$ cat src/rtl/mem_wb_pkg.sv
// Shared types and constants for the memory write buffer (mem_write_buffer, wb_fifo).
// Buffer entries are sized by WB_XLEN; the top-level XLEN parameter must match it.
package mem_wb_pkg;

  localparam int WB_XLEN          = 32;
  localparam int WB_DEPTH_DEFAULT = 4;

  typedef enum logic [1:0] {
    S_IDLE     = 2'd0,
    S_WR_ISSUE = 2'd1,
    S_RD_ISSUE = 2'd2,
    S_RD_DONE  = 2'd3
  } wb_state_t;

  typedef struct packed {
    logic [WB_XLEN-1:2] addr;
    logic [WB_XLEN-1:0] data;
  } wb_entry_t;

endpackage

$ cat src/rtl/wb_fifo.sv
// Write-buffer storage: circular FIFO with wrap-bit pointers, exposing every entry and a valid
// mask for the forwarding comparator. Under WB_COALESCE_EN an extra in-place data write port exists.
module wb_fifo
  import mem_wb_pkg::*;
#(
  parameter int DEPTH = WB_DEPTH_DEFAULT
) (
  input  logic                       clk,
  input  logic                       rst,
  input  logic                       push_i,
  input  logic [WB_XLEN-1:2]         push_addr_i,
  input  logic [WB_XLEN-1:0]         push_data_i,
  input  logic                       pop_i,
`ifdef WB_COALESCE_EN
  input  logic                       coal_i,
  input  logic [$clog2(DEPTH)-1:0]   coal_idx_i,
  input  logic [WB_XLEN-1:0]         coal_data_i,
`endif
  output logic [WB_XLEN-1:2]         addr_o [DEPTH],
  output logic [WB_XLEN-1:0]         data_o [DEPTH],
  output logic [DEPTH-1:0]           valid_o,
  output logic [$clog2(DEPTH)-1:0]   head_idx_o,
  output logic                       full_o,
  output logic                       empty_o
);

  localparam int AW = $clog2(DEPTH);
  localparam int PW = AW + 1;

  wb_entry_t     mem_q [DEPTH];
  logic [PW-1:0] wr_ptr_q, rd_ptr_q;
  logic [PW-1:0] count;
  logic [AW-1:0] off;

  assign count      = wr_ptr_q - rd_ptr_q;
  assign empty_o    = (wr_ptr_q == rd_ptr_q);
  assign full_o     = (wr_ptr_q[AW-1:0] == rd_ptr_q[AW-1:0]) && (wr_ptr_q[AW] != rd_ptr_q[AW]);
  assign head_idx_o = rd_ptr_q[AW-1:0];

  // An entry is live when its distance from the head is below the occupancy count.
  always_comb begin
    off = '0;
    for (int i = 0; i < DEPTH; i++) begin
      off        = AW'(i) - rd_ptr_q[AW-1:0];
      valid_o[i] = ({1'b0, off} < count);
      addr_o[i]  = mem_q[i].addr;
      data_o[i]  = mem_q[i].data;
    end
  end

  always_ff @(posedge clk or negedge rst) begin
    if (!rst) begin
      wr_ptr_q <= '0;
      rd_ptr_q <= '0;
    end else begin
      if (push_i && !full_o) wr_ptr_q <= wr_ptr_q + 1'b1;
      if (pop_i && !empty_o) rd_ptr_q <= rd_ptr_q + 1'b1;
    end
  end

  // Payload storage needs no reset: validity comes from the pointers alone.
  always_ff @(posedge clk) begin
    if (push_i && !full_o) mem_q[wr_ptr_q[AW-1:0]] <= '{addr: push_addr_i, data: push_data_i};
`ifdef WB_COALESCE_EN
    if (coal_i) mem_q[coal_idx_i].data <= coal_data_i;
`endif
  end

endmodule

$ cat src/rtl/mem_write_buffer.sv
// Write buffer between the data cache and RAM: queues writebacks, forwards queued data to read
// misses and arbitrates RAM reads/writes. Define WB_COALESCE_EN to merge same-address writes.
module mem_write_buffer
  import mem_wb_pkg::*;
#(
  parameter int XLEN  = WB_XLEN,
  parameter int DEPTH = WB_DEPTH_DEFAULT
) (
  input  logic            clk,
  input  logic            rst,
  input  logic            cache_wr_en,
  input  logic [XLEN-1:0] cache_addr,
  input  logic [XLEN-1:0] cache_wd,
  input  logic            cache_rd_en,
  output logic [XLEN-1:0] cache_rd,
  output logic            mem_stall,
  output logic            ram_req,
  output logic            ram_we,
  output logic [XLEN-1:0] ram_addr,
  output logic [XLEN-1:0] ram_wdata,
  input  logic            ram_ready,
  input  logic [XLEN-1:0] ram_rdata,
  output logic            wb_empty,
  output logic [1:0]      dbg_state
);

  localparam int AW = $clog2(DEPTH);

  wb_state_t       state_q;
  logic            ram_req_q, ram_we_q;
  logic [XLEN-1:0] ram_addr_q, ram_wdata_q, rd_q;

  logic [XLEN-1:2] f_addr [DEPTH];
  logic [XLEN-1:0] f_data [DEPTH];
  logic [DEPTH-1:0] f_valid;
  logic [AW-1:0]   head_idx, idx;
  logic            full, empty, fwd_hit, push, pop, wr_coal;
  logic [XLEN-1:0] fwd_data, head_data;
  logic            unused_addr_bits;

  assign unused_addr_bits = ^cache_addr[1:0];

  // Walk entries oldest to youngest so the last match left standing is the youngest.
  always_comb begin
    fwd_hit  = 1'b0;
    fwd_data = '0;
    idx      = '0;
    for (int k = 0; k < DEPTH; k++) begin
      idx = head_idx + AW'(k);
      if (f_valid[idx] && (f_addr[idx] == cache_addr[XLEN-1:2])) begin
        fwd_hit  = 1'b1;
        fwd_data = f_data[idx];
      end
    end
  end

`ifdef WB_COALESCE_EN
  logic          coal_hit;
  logic [AW-1:0] coal_idx, cidx;

  // The head is excluded only while it is on the RAM bus; its data is already committed there.
  always_comb begin
    coal_hit = 1'b0;
    coal_idx = '0;
    cidx     = '0;
    for (int k = 0; k < DEPTH; k++) begin
      cidx = head_idx + AW'(k);
      if (f_valid[cidx] && (f_addr[cidx] == cache_addr[XLEN-1:2]) &&
          !((k == 0) && (state_q == S_WR_ISSUE))) begin
        coal_hit = 1'b1;
        coal_idx = cidx;
      end
    end
  end

  assign wr_coal   = cache_wr_en && coal_hit;
  // A merge into the head on the same edge it is launched must launch the merged data.
  assign head_data = (wr_coal && (coal_idx == head_idx)) ? cache_wd : f_data[head_idx];
`else
  assign wr_coal   = 1'b0;
  assign head_data = f_data[head_idx];
`endif

  assign push = cache_wr_en && !wr_coal;
  assign pop  = (state_q == S_WR_ISSUE) && ram_ready;

  wb_fifo #(.DEPTH(DEPTH)) u_fifo (
    .clk         (clk),
    .rst         (rst),
    .push_i      (push),
    .push_addr_i (cache_addr[XLEN-1:2]),
    .push_data_i (cache_wd),
    .pop_i       (pop),
`ifdef WB_COALESCE_EN
    .coal_i      (wr_coal),
    .coal_idx_i  (coal_idx),
    .coal_data_i (cache_wd),
`endif
    .addr_o      (f_addr),
    .data_o      (f_data),
    .valid_o     (f_valid),
    .head_idx_o  (head_idx),
    .full_o      (full),
    .empty_o     (empty)
  );

  // RAM handshake: ram_req with ram_we/ram_addr/ram_wdata is held unchanged from assertion
  // through the cycle ram_ready is high; the transaction completes on that rising edge.
  always_ff @(posedge clk or negedge rst) begin
    if (!rst) begin
      state_q     <= S_IDLE;
      ram_req_q   <= 1'b0;
      ram_we_q    <= 1'b0;
      ram_addr_q  <= '0;
      ram_wdata_q <= '0;
      rd_q        <= '0;
    end else begin
      case (state_q)
        S_IDLE: begin
          if (cache_rd_en && !fwd_hit) begin
            state_q    <= S_RD_ISSUE;
            ram_req_q  <= 1'b1;
            ram_we_q   <= 1'b0;
            ram_addr_q <= {cache_addr[XLEN-1:2], 2'b00};
          end else if (!empty) begin
            state_q     <= S_WR_ISSUE;
            ram_req_q   <= 1'b1;
            ram_we_q    <= 1'b1;
            ram_addr_q  <= {f_addr[head_idx], 2'b00};
            ram_wdata_q <= head_data;
          end
        end
        S_WR_ISSUE, S_RD_ISSUE: begin
          if (ram_ready) begin
            if (state_q == S_RD_ISSUE) rd_q <= ram_rdata;
            state_q     <= (state_q == S_RD_ISSUE) ? S_RD_DONE : S_IDLE;
            ram_req_q   <= 1'b0;
            ram_we_q    <= 1'b0;
            ram_addr_q  <= '0;
            ram_wdata_q <= '0;
          end
        end
        S_RD_DONE: state_q <= S_IDLE;
        default:   state_q <= S_IDLE;
      endcase
    end
  end

  assign mem_stall = (cache_wr_en && full && !wr_coal) ||
                     (cache_rd_en && !fwd_hit && (state_q != S_RD_DONE));
  assign cache_rd  = (state_q == S_RD_DONE)     ? rd_q     :
                     (cache_rd_en && fwd_hit)   ? fwd_data : '0;
  assign ram_req   = ram_req_q;
  assign ram_we    = ram_we_q;
  assign ram_addr  = ram_addr_q;
  assign ram_wdata = ram_wdata_q;
  assign wb_empty  = empty;
  assign dbg_state = state_q;

endmodule

$ cat config.mk
export PLATFORM = sky130hd
export DESIGN_NAME = mem_write_buffer
export DESIGN_NICKNAME = d
export VERILOG_FILES = /design/src/rtl/mem_wb_pkg.sv /design/src/rtl/wb_fifo.sv /design/src/rtl/mem_write_buffer.sv
export SDC_FILE = /design/constraint.sdc
export NUM_CORES = 1
export LEC_CHECK = 0
export ABC_AREA = 0
export ABC_CLOCK_PERIOD_IN_PS = 5700
export CAP_MARGIN = 20
export CORE_AREA = 5 5 194 196
export DETAILED_ROUTE_END_ITERATION = 12
export DIE_AREA = 0 0 199 201
export PLACE_DENSITY = 0.8
export SLEW_MARGIN = 20
export SYNTH_ARGS = -nofsm -noshare
export SYNTH_HDL_FRONTEND = slang
export SYNTH_SLANG_ARGS = --single-unit
$ cat constraint.sdc
create_clock -name clk -period 5.7 [get_ports clk]
set_input_delay 0.855 -clock clk [delete_from_list [all_inputs] [get_ports clk]]
set_output_delay 0.855 -clock clk [all_outputs]
set_load 0.02 [all_outputs]
After elaboration in Yosys (flattened, before gate mapping). Memories as Yosys holds them, arrays and structs flattened. Cells that the tools add are included. W data, S select, Z words.

Register bits after elaboration: 106. RAM bits: 248. Input port bits: 101. Output and inout bits: 102. Logic and storage cells: 135. Memories kept: 1.

Memories: u_fifo.mem_q (depth 4, bits a word 62, read ports 4, clocked after memory_dff 0, write ports 1, RTL line wb_fifo.sv:30) `wb_entry_t mem_q [DEPTH];`.

$add $sub $neg: 10. $lt $le $gt $ge: 12. Equality and inequality tests: 15. Mux-type cells: 62. Bitwise logic cells: 4. Reductions and logical operators: 23.

Operator list (number): $mux W32 (19); $bmux W32 S2 (4); $bmux W30 S2 (4); $mux W30 (8); $pmux W32 S2 (2); $eq A30 B30 Y1 (4); $mux W1 (14); $ge A3 B3 Y1 const B (4); $logic_and A1 B1 Y1 (12); $lt A2 B3 Y1 (4); $lt A2 B3 Y1 const B (4); $not A2 Y3 (4); $bmux W1 S2 (4); $mux W2 (4); $ne A2 B2 Y1 const B (4); $add A3 B1 Y3 const B (2); $pmux W2 S3 (1); $reduce_and A3 Y1 (2); $add A2 B2 Y2 const B (2); $eq A2 B2 Y1 const B (2); $pmux W1 S2 (2); $reduce_and A4 Y1 (1); $sub A1 B2 Y2 const A (2); $sub A2 B2 Y2 const A (2); 13 further kinds (15).

Depth between registers and ports, before layout. Gate-level depths: netlist of run 1.

Word-level depth: 14. Mapped depth: 18. Gate-level depth less buffers: 15.

Hierarchy. A second synthesis of run 1 with hierarchy kept.

Cell total of the unflattened synthesis: 1767. Area, all modules: 21211.6 um^2.

Modules (own cells, without submodules): mem_write_buffer (instances 1, cells an instance 1455, area an instance 13156.4 um^2, seq. area each 2452.4 um^2); wb_fifo (instances 1, cells an instance 312, area an instance 8055.2 um^2, seq. area each 7597.3 um^2).

Least setup slack after synthesis of run 1. OpenSTA, ideal clock, no wires.

Path kind: register to output. From: register u_fifo.rd_ptr_q[0]. To: output cache_rd[11]. Arrival: 4134 ps. Data required time: 4845 ps. Setup slack: 711 ps. Cell stages (with the launch flop): 18. Buffers on the path: 6. Cells stage by stage: dfrtp_1 -> ha_1 -> buf_2 -> inv_1 -> buf_2 -> clkbuf_1 -> clkbuf_1 -> ha_1 -> nand2b_1 -> a311oi_1 -> nor4_2 -> nand3_1 -> a2111o_1 -> buf_2 -> buf_2 -> mux2i_1 -> mux2i_1 -> o21ai_0.

Word-level cells in the longest chain between the ends: 13. Elaborated cells between the ends (all ways): 67. Classes of those cells: 8 x add/sub; 4 x order compare; 4 x eq/ne; 42 x mux; 4 x bitwise; 5 x reduce/logical.

Ends and longest elaborated chain: start: declaration (RTL line wb_fifo.sv:31) `logic [PW-1:0] wr_ptr_q, rd_ptr_q;`; start signal: assignment (RTL line wb_fifo.sv:57) `if (pop_i && !empty_o) rd_ptr_q <= rd_ptr_q + 1'b1;`; parallel branches: the longest is 11 deep, another holds $sub A3 B3 Y3; $mux W32 * (RTL line mem_write_buffer.sv:152) `(cache_rd_en && fwd_hit) ? fwd_data : '0;`; $mux W32 * (RTL line mem_write_buffer.sv:151) `assign cache_rd = (state_q == S_RD_DONE) ? rd_q :`; end: declaration (RTL line mem_write_buffer.sv:15) `output logic [XLEN-1:0] cache_rd,`.

Every way passes the cells marked *. The select of a mux whose other input is x is not followed.

Worst setup path in the final report of run 1.
From: register u_fifo.rd_ptr_q[0]. To: output cache_rd[12].

The elaborated chain is that of the path after synthesis.

==> results.cfg, run 1 <==
[power_and_ir_drop]
p_sw_share_pct = 40.8
ir_drop_uv = 476
p_int_mw = 8.31
p_sw_mw = 5.73
combPwrFrac_pct = 53.4
clkPwrFrac_pct = 18.5
power.density_nw_per_um2 = 573
leakage_nw = 9.53
seqPwrFrac_pct = 28.1

[global_route]
grt_max_degree = 82
grt_pass1_wl_microns = 85200
grt_pass1_vias = 14801
track_usage_pct = 27.1
grt_overflow_total = 0
antenna_found_initial = 7

[timing]
worstMarginPinSlew_ns = 1.15
hold_viol_final = 0
max_freq_mhz = 178
period_needed_ns = 5.63
finalSetupViolCount = 0
whs_ns = 0.409
worst_slack_ns = 0.0675
relSlewSlack_pct = 23.2
fin_skew_ns = 0.0263
drv_slew = 0
fin_setup_tns_ns = 0
min_period_over_period_pct = 98.8

[drt]
vias = 14715
drt-initial-drc-count = 1441
via_per_inst = 6.37
dr.pass1.iters = 5
highest_layer = met5
wl_met3_microns = 4830
drc_errors = 0
wl_per_cell_microns = 23.9
wirelength_microns = 55200
ant_nets = 0
wl_met1_microns = 22000
wl_met2_microns = 26700

[worst_setup_path]
cp-start-kind = flip-flop
crit_required_ns = 4.85
crit_arrival_ns = 4.78
worst_setup_path_end_kind = output pin
path_class = flip-flop to output pin
crit_path_max_fanout = 21

[placement]
dp_hpwl_microns = 34200
portBuffers = 198
placed_cells = 2210
placed_area_sq_um = 22900
place_congestion = 0.872
dp_slack_ns = 0.237

[synth]
syn_area_sq_um = 20400
ys_types = 63
avgSynthCellArea_sq_um = 12.6
synth_edf_count = 248
synthSimpleGateAreaFrac_pct = 5.18
yosysWarnings = 0
synth_seq_area_share_pct = 49.3
synth_xor_area_share_pct = 5.07
synthCells = 1622
ys.flop_type = edfxtp_1
synth_compound_area_share_pct = 12.0
synthAdderAreaFrac_pct = 1.33
synthMuxAreaShare_pct = 23.4
ys_ff_latch = 352
async_reset_ff_share_pct = 29.5
synth_top_family_by_area = multiplexers

[floorplanning]
pin_count = 203
start_util_pct = 56.8
dieArea_sq_um = 40000
die_width_microns = 199
core-area_sq_um = 35900
num_rows = 70
die_h_microns = 201

[clock_network]
clkTransAtPathRegs_ns = 0.06
cts_max_path_buffers = 3
h-tree-depth = 2
cts_root_buf = clkbuf_16
cts_sinks = 352
clock_latency_ns = 0.55
numCtsBuffers = 40
cts_tree = built

[final_layout]
instances_no_fill = 2310
fin_nets = 1927
fill_cells = 2467
syn_to_final_growth_pct = 20.2
final_area_sq_um = 24500
drive_gt1_share_pct = 19.7

[outcome]
status = completed

[flow_run]
drv_cap = 0

[hold_path]
hp-class = input port to async pin
==> timing repair <==
| item | 4_1_cts | 5_1_grt |
|---|---|---|
| setup buffers | 3 | 13 |
| resized for setup | 47 | 35 |
| hold buffers | 0 | 0 |
| cloned | 3 | 1 |
| pin swaps | 5 | 4 |
| hold endpoints to repair | 0 | 0 |
| setup endpoints to repair | 33 | 27 |
==> cells by family after synthesis <==
family	Yosys count
multiplexers	399
flip-flops	352
AO/OA/AOI/OAI	345
AND/OR/NAND/NOR	230
buffers and inverters	156
XOR/XNOR	118
adder cells (fa/ha/maj)	21
other	1
==> layout make-up <==
type | count | area, sq um | share of cell area [%]
diodes | 5 | 12.5 | 0.0511
clock buffers | 53 | 1100 | 4.50
clock inverters | 21 | 215 | 0.879
inverters | 15 | 56.3 | 0.230
multi-input cells | 1115 | 9660 | 39.4
flip-flops and latches | 352 | 10100 | 41.1
well taps | 468 | 586 | 2.39
repair buffers | 281 | 2810 | 11.5
==> flip-flops by register name, summed over array words and instances (netlist names), 2 cells and up <==
register         count
ram_addr            30
ram_wdata           32
u_fifo.rd_ptr_q      3
u_fifo.mem_q       248
dbg_state            2
rd_q                32
u_fifo.wr_ptr_q      3
==> per-layer routing <==
metal  global-route usage, %  up-vias
met3                    5.45      125
met4                    8.74        4
li1                        -     6559
met5                       0        -
met1                    37.2     7328
met2                    43.7      699
==> placed cells by master (no fill, tap or decap), types with 5 or more instances in the layout <==
| master | count |
|---|---|
| clkbuf_2 | 8 |
| nor2_1 | 56 |
| mux4_2 | 48 |
| ha_1 | 18 |
| diode_2 | 5 |
| o2bb2ai_2 | 30 |
| a21oi_1 | 42 |
| buf_4 | 64 |
| nor3_1 | 7 |
| a22o_1 | 30 |
| clkdlybuf4s50_1 | 165 |
| o21ai_0 | 136 |
| clkbuf_1 | 9 |
| dlygate4sd2_1 | 16 |
| nor4_1 | 15 |
| o21ai_1 | 6 |
| nand4_1 | 7 |
| mux2_1 | 26 |
| xnor2_1 | 89 |
| buf_6 | 5 |
| clkinv_2 | 5 |
| edfxtp_1 | 248 |
| clkdlybuf4s15_1 | 6 |
| o211ai_1 | 33 |
| xor2_1 | 29 |
| inv_1 | 11 |
| dfrtp_1 | 102 |
| a22oi_1 | 33 |
| mux2i_1 | 218 |
| buf_12 | 8 |
| mux2_2 | 107 |
| clkinv_1 | 7 |
| nand3_1 | 9 |
| clkbuf_16 | 42 |
| nand2_1 | 105 |
==> worst max-delay path, cell delays in order, from the launching register on <==
cell and delay (ns):
dfrtp_4 0.42, buf_4 0.16, buf_16 0.21, buf_6 0.19
mux4_2 0.51, xnor2_1 0.26, o2111ai_1 0.17, or4_1 0.43
a2111o_1 0.49, nor3b_4 0.28, buf_4 0.17, bufbuf_16 0.30
a22oi_1 0.07, o21ai_0 0.16, dlygate4sd1_1 0.35
==> power groups by stage <==
stage	clock, mW	combinational (mW)	sequential (mW)
2_1_floorplan	0	5.00	4.08
3_3_place_gp	0	6.97	3.93
3_5_place_dp	0	7.14	3.98
4_1_cts	2.63	7.28	3.94
5_1_grt	2.76	8.06	4.01
6_report	2.60	7.50	3.94
==> stage by stage <==
step	power, mW	util [%]
floorplan	9.08	-
global placement	10.9	63.8
detailed placement	11.1	63.8
CTS	13.9	67.8
global route	14.8	68.2
finish	14.0	68.2
==> Yosys cell counts (4+ instances only) <==
cell         n  area share [%]
edfxtp_1   248              37
mux2i_1    218              11
o21ai_0    139             3.4
mux2_2     107             5.9
nand2_1    106             2.0
dfrtp_1    104              13
xnor2_1     89             3.8
clkbuf_1    72             1.3
nor2_1      56             1.0
mux4_2      48             5.3
a21oi_1     42             1.0
a22oi_1     33             1.2
o211ai_1    33             1.2
a22o_1      30             1.3
o2bb2ai_2   30             2.2
xor2_1      29             1.2
mux2_1      26             1.4
buf_1       23            0.42
buf_2       21            0.52
ha_1        20             1.2
nor4_1      18            0.55
buf_6       17            0.94
inv_1       14            0.26
nand3_1     10            0.25
buf_4        8            0.29
nand4_1      7            0.21
nor3_1       7            0.17
and2_1       5            0.15
nand2b_1     4            0.12
nor2b_1      4            0.12
o22ai_1      4            0.12
==> path summary, 6_finish.rpt <==
check / start / to / slack (ns) / depth (start not counted)
worst max-delay path: u_fifo.rd_ptr_q[0] / cache_rd[12] / 0.07 / 14
worst min-delay path: rst / ram_wdata[3] / 0.41 / 1
worst max register to register: u_fifo.rd_ptr_q[0] / ram_we / 0.86 / 17
worst min register to register: u_fifo.wr_ptr_q[2] / u_fifo.wr_ptr_q[2] / 0.49 / 1
max in group asynchronous: rst / rd_q[28] / 4.12 / 2
min in group clk: u_fifo.wr_ptr_q[2] / u_fifo.wr_ptr_q[2] / 0.49 / 1
Note: power is estimated with default switching activity, not from simulation.
==> run 2: changes to the inputs <==
ABC_CLOCK_PERIOD_IN_PS = 6100   (was 5700)
MAX_ROUTING_LAYER = met4   (was default)
clock period = 6.1 ns   (was 5.7 ns; I/O delays follow)
==> run 2 against run 1 <==
  * Non-clock buffer count is 39 lower
  * Highest routed layer is now met4
  * Sequential power is 5.8% lower
  * Critical endpoint is now cache_rd[1]
  * Via count is 1.9% lower
  * Flip-flop and latch count unchanged
  * Clock power is 10% lower
  * First-iteration DRC count shrank 9.1%
==> results.cfg, run 2 (synthesis results as in run 1) <==
[worst_setup_path]
crit_arrival_ns = 4.92
cp-start-kind = flip-flop
r2r_cells = 17
crit_required_ns = 5.18
worst_setup_path_end_kind = output pin
path_class = flip-flop to output pin
r2r_start = u_fifo.rd_ptr_q[0]
slowest_delay_ns = 0.57
crit_path_max_fanout = 19
r2r_slack_ns = 0.85
reg2reg_to = ram_wdata[13]
cpMaxStageDelayCell = dfrtp_4
crit_chain = ha_1 > inv_1 > fa_1 > inv_1 > ha_1 > nand2b_1 > nor3b_1 > a311oi_1 > nor4_2 > nand3_1 > a2111o_2 > buf_4 > mux2i_1 > mux2i_1 > o21ai_0 > dlygate4sd2_1

[drt]
via_per_inst = 6.35
drc_errors = 0
wirelength_microns = 54700
dr.pass1.iters = 5
ant_nets = 0
wl_per_cell_microns = 24.1
drt-initial-drc-count = 1310
vias = 14438

[final_layout]
final_common_cell = edfxtp_1
largest_register_ffs = 248
multi_input_area_sq_um = 9630
fin_util_pct = 67.2
largest-register = u_fifo.mem_q
layout_common_cells = edfxtp_1, mux2i_1, clkdlybuf4s50_1, o21ai_0, mux2_2
fin_nets = 1888
syn_to_final_growth_pct = 18.5
fill_cells = 2549
drive_gt1_share_pct = 17.2
regArea_sq_um = 10100

[clock_network]
h-tree-depth = 2
cts_sinks = 352
numCtsBuffers = 40
cts_root_buf = clkbuf_16
holdBufCountCts = 0
clock_latency_ns = 0.56
clkTransAtPathRegs_ns = 0.06
cts_max_path_buffers = 3
cts_tree = built

[placement]
dp_hpwl_microns = 34500
place_congestion = 0.865
portBuffers = 198

[timing]
min_period_over_period_pct = 95.6
period_needed_ns = 5.83
max_freq_mhz = 171
drv_slew = 0
fin_skew_ns = 0.0264
hold_viol_final = 0
rsz0062_at_grt = no
worstMarginPinSlew_ns = 0.966
finalSetupViolCount = 0
relSlewSlack_pct = 35.6
fin_setup_tns_ns = 0

[floorplanning]
start_util_pct = 56.8
die_width_microns = 199
num_rows = 70
dieArea_sq_um = 40000
pin_count = 203
die_h_microns = 201
core-area_sq_um = 35900

[global_route]
antenna_found_initial = 6
grt_max_degree = 115
grt_pass1_wl_microns = 84600
track_usage_pct = 27.7
grt_pass1_vias = 14903
grt_overflow_total = 0

[power_and_ir_drop]
leakage_nw = 9.68
p_int_mw = 7.50
combPwrFrac_pct = 52.7
seqPwrFrac_pct = 29.0
p_sw_mw = 5.29
clkPwrFrac_pct = 18.3
power.density_nw_per_um2 = 530
ir_drop_uv = 365
p_sw_share_pct = 41.4

[hold_path]
hp-class = input port to async pin

[outcome]
status = completed

[flow_run]
drv_cap = 0
run 2: worst max-delay path by stage:
stage	endpoint	slack, ns	startpoint
global placement	cache_rd[31]	0.50	cache_addr[3]
detailed placement	cache_rd[1]	0.44	cache_addr[3]
CTS	cache_rd[19]	0.03	u_fifo.rd_ptr_q[0]
finish	cache_rd[1]	0.27	u_fifo.rd_ptr_q[0]
global route	cache_rd[7]	0.03	u_fifo.rd_ptr_q[0]
floorplan	cache_rd[11]	1.05	u_fifo.rd_ptr_q[0]
run 2: layout make-up:
cell class	count	share of cell area, %
Antenna cell	6	0.0622
Clock buffer	56	4.52
Multi-Input combinational cell	1115	39.9
Sequential cell	352	41.7
Clock inverter	18	0.726
Tap cell	468	2.43
Inverter	15	0.233
Timing Repair Buffer	242	10.5
run 2: timing repair:
item                       4_1_cts  5_1_grt
buffers inserted                 0        1
setup endpoints to repair        5       30
gates resized for setup          5       32
pin swaps                        0        1
cloned                           0        1
run 2: routing by layer:
metal | wire length (microns) | track usage [%] | up-vias
met5 | 0 | - | -
li1 | - | - | 6475
met3 | 4250 | 5.32 | 115
met4 | 1750 | 9.48 | 0
met1 | 22100 | 36.4 | 7221
met2 | 26600 | 43.7 | 627
run 2: worst max-delay path: cells and delay by family, from the launching register on:
| kind | cells | cell delay [ns] |
|---|---|---|
| adders and majority gates | 3 | 0.89 |
| buffers and inverters | 4 | 0.90 |
| AOI/OAI and AO/OA | 3 | 0.94 |
| DFF | 1 | 0.57 |
| and+or+nand+nor | 4 | 0.75 |
| muxes | 2 | 0.29 |
run 2: metrics by stage:
| step | instance area, sq um | worst slack, ns | power (mW) | hold WS (ns) | instances |
|---|---|---|---|---|---|
| 6_report | 24100 | 0.267 | 12.8 | 0.424 | 2272 |
| 4_1_cts | 24000 | 0.0285 | 12.8 | 0.439 | 2262 |
| 3_5_place_dp | 22700 | 0.442 | 10.4 | 0.481 | 2188 |
| 2_1_floorplan | 20400 | 1.05 | 8.49 | 0.462 | 1623 |
| 5_1_grt | 24100 | 0.0336 | 13.5 | 0.481 | 2272 |
| 3_3_place_gp | 22700 | 0.498 | 10.1 | 0.459 | 2188 |
run 2: power by group through the flow:
stage / combinational [mW] / sequential, mW / clock (mW)
floorplan: 4.67 / 3.82 / 0
global placement: 6.45 / 3.69 / 0
detailed placement: 6.65 / 3.74 / 0
CTS: 6.70 / 3.70 / 2.37
global route: 7.25 / 3.78 / 2.48
finish: 6.74 / 3.71 / 2.34
==> run 3: changes to the inputs <==
CORE_AREA = 5 5 263 265   (was 5 5 194 196)
DIE_AREA = 0 0 268 270   (was 0 0 199 201)
PLACE_DENSITY = default   (was 0.8)
==> run 3 against run 2 <==
  * Utilization down 30 points
  * Count of clock-buffer cells in the layout grew 4
  * Largest cell class unchanged
  * Wire length up 9.6%
  * Clock power increased by 20%
  * Flip-flop and latch count did not move
==> results.cfg, run 3 (synthesis results as in run 1) <==
[hold_path]
hp-class = input port to async pin

[worst_setup_path]
cp-start-kind = flip-flop
crit_path_max_fanout = 33
path_class = flip-flop to output pin
r2r_start = u_fifo.rd_ptr_q[0]
crit_required_ns = 5.18
worst_setup_path_end_kind = output pin
crit_arrival_ns = 4.84
cp-startpoint = u_fifo.wr_ptr_q[0]

[timing]
rsz0062_at_grt = no
fin_setup_tns_ns = 0
finalSetupViolCount = 0
fin_skew_ns = 0.0371
min_period_over_period_pct = 94.4
drv_slew = 0
whs_ns = 0.366
relSlewSlack_pct = 30.4
hold_viol_final = 0
max_freq_mhz = 174
period_needed_ns = 5.76
worstMarginPinSlew_ns = 1.04

[global_route]
antenna_found_initial = 6
grt_max_degree = 106
grt_pass1_vias = 14522
track_usage_pct = 16.5
grt_overflow_total = 0
grt_pass1_wl_microns = 89900

[clock_network]
h-tree-depth = 2
cts_tree = built
numCtsBuffers = 43
cts_root_buf = clkbuf_16
cts_sinks = 352
clkTransAtPathRegs_ns = 0.06
holdBufCountCts = 0
cts_max_path_buffers = 3
clock_latency_ns = 0.57

[floorplanning]
die_h_microns = 270
pin_count = 203
die_width_microns = 268
start_util_pct = 30.6
core-area_sq_um = 66600
dieArea_sq_um = 72400
num_rows = 95

[drt]
via_per_inst = 5.23
drt-initial-drc-count = 1090
wirelength_microns = 60000
dr.pass1.iters = 6
ant_nets = 0
drc_errors = 0
vias = 14122
wl_per_cell_microns = 22.2

[final_layout]
largest_register_ffs = 248
drive_gt1_share_pct = 18.5
fill_cells = 6313
syn_to_final_growth_pct = 23.0
fin_nets = 1906
layout_common_cells = edfxtp_1, mux2i_1, clkdlybuf4s50_1, o21ai_0, mux2_2
final_common_cell = edfxtp_1
largest-register = u_fifo.mem_q

[placement]
place_congestion = 0.816
portBuffers = 198
dp_hpwl_microns = 38300

[power_and_ir_drop]
ir_drop_uv = 317
leakage_nw = 9.91
power.density_nw_per_um2 = 532

[flow_run]
drv_cap = 0

[outcome]
status = completed
[run 3: cell types whose count changed in the layout (fill, tap and decap cells not counted), moves of 3 or more]
cell / previous run / this run
clkbuf_1: 13 / 9
clkbuf_16: 41 / 47
buf_4: 34 / 50
bufinv_16: 2 / 8
dlygate4sd2_1: 3 / 0
[run 3: per-stage QoR]
step	power [mW]	area [sq um]	setup slack, ns	utilization (%)	cells
floorplan	8.49	20400	1.05	-	1623
detailed placement	10.6	23300	0.361	35.1	2607
CTS	13.5	24900	0.0383	37.5	2688
global placement	10.4	23300	0.414	35.1	2607
global route	14.1	25100	0.0166	37.7	2698
finish	13.3	25100	0.343	37.7	2698
[run 3: path summary, 6_finish.rpt]
kind                                     end  slack (ns)  cells after the start
max in group asynchronous           rd_q[28]        4.35                      2
worst max-delay path               mem_stall        0.34                     15
worst min register to register       ram_req        0.48                      1
min in group clk                     ram_req        0.48                      1
worst max register to register  ram_addr[16]        1.08                     17
worst min-delay path                 rd_q[4]        0.37                      1
[run 3: layout make-up]
class	count	area [sq um]	share of cell area, %
Clock inverter	20	319	1.27
Clock buffer	60	1250	5.00
Multi-Input combinational cell	1115	9640	38.5
Inverter	15	56.3	0.225
Antenna cell	6	15.0	0.0599
Tap cell	873	1090	4.36
Sequential cell	352	10100	40.1
Timing Repair Buffer	257	2630	10.5
[run 3: what timing repair did]
action	CTS	global route
resized for setup	3	34
pin swaps	3	2
buffers inserted	1	3
endpoints found under the setup margin	22	32
gates cloned	0	1
[run 3: routing by layer]
metal / up-vias / share of wire [%] / track usage [%]
met4: 0 / 2.4 / 4.57
met2: 386 / 48 / 26.6
met1: 7136 / 44 / 21.7
li1: 6517 / - / -
met3: 83 / 5.1 / 2.89
met5: - / 0 / -
[run 3: report_power, final]
group / switching (mW) / leakage (nW) / internal [mW]
combinational: 3.96 / 5.56 / 2.87
clock: 1.02 / 0.769 / 1.78
sequential: 0.404 / 3.58 / 3.31
total: 5.39 / 9.91 / 7.96
[run 3: worst max-delay path, cell delays in order, from the launching register on]
cell	delay, ns
dfrtp_1	0.43
inv_2	0.13
ha_1	0.16
inv_1	0.05
fa_1	0.47
inv_1	0.10
ha_1	0.31
o21ba_2	0.22
a211oi_1	0.41
nor2_1	0.12
nand3_1	0.10
a2111o_2	0.18
buf_12	0.29
nand4_1	0.22
o21ai_0	0.38
clkdlybuf4s50_1	0.70
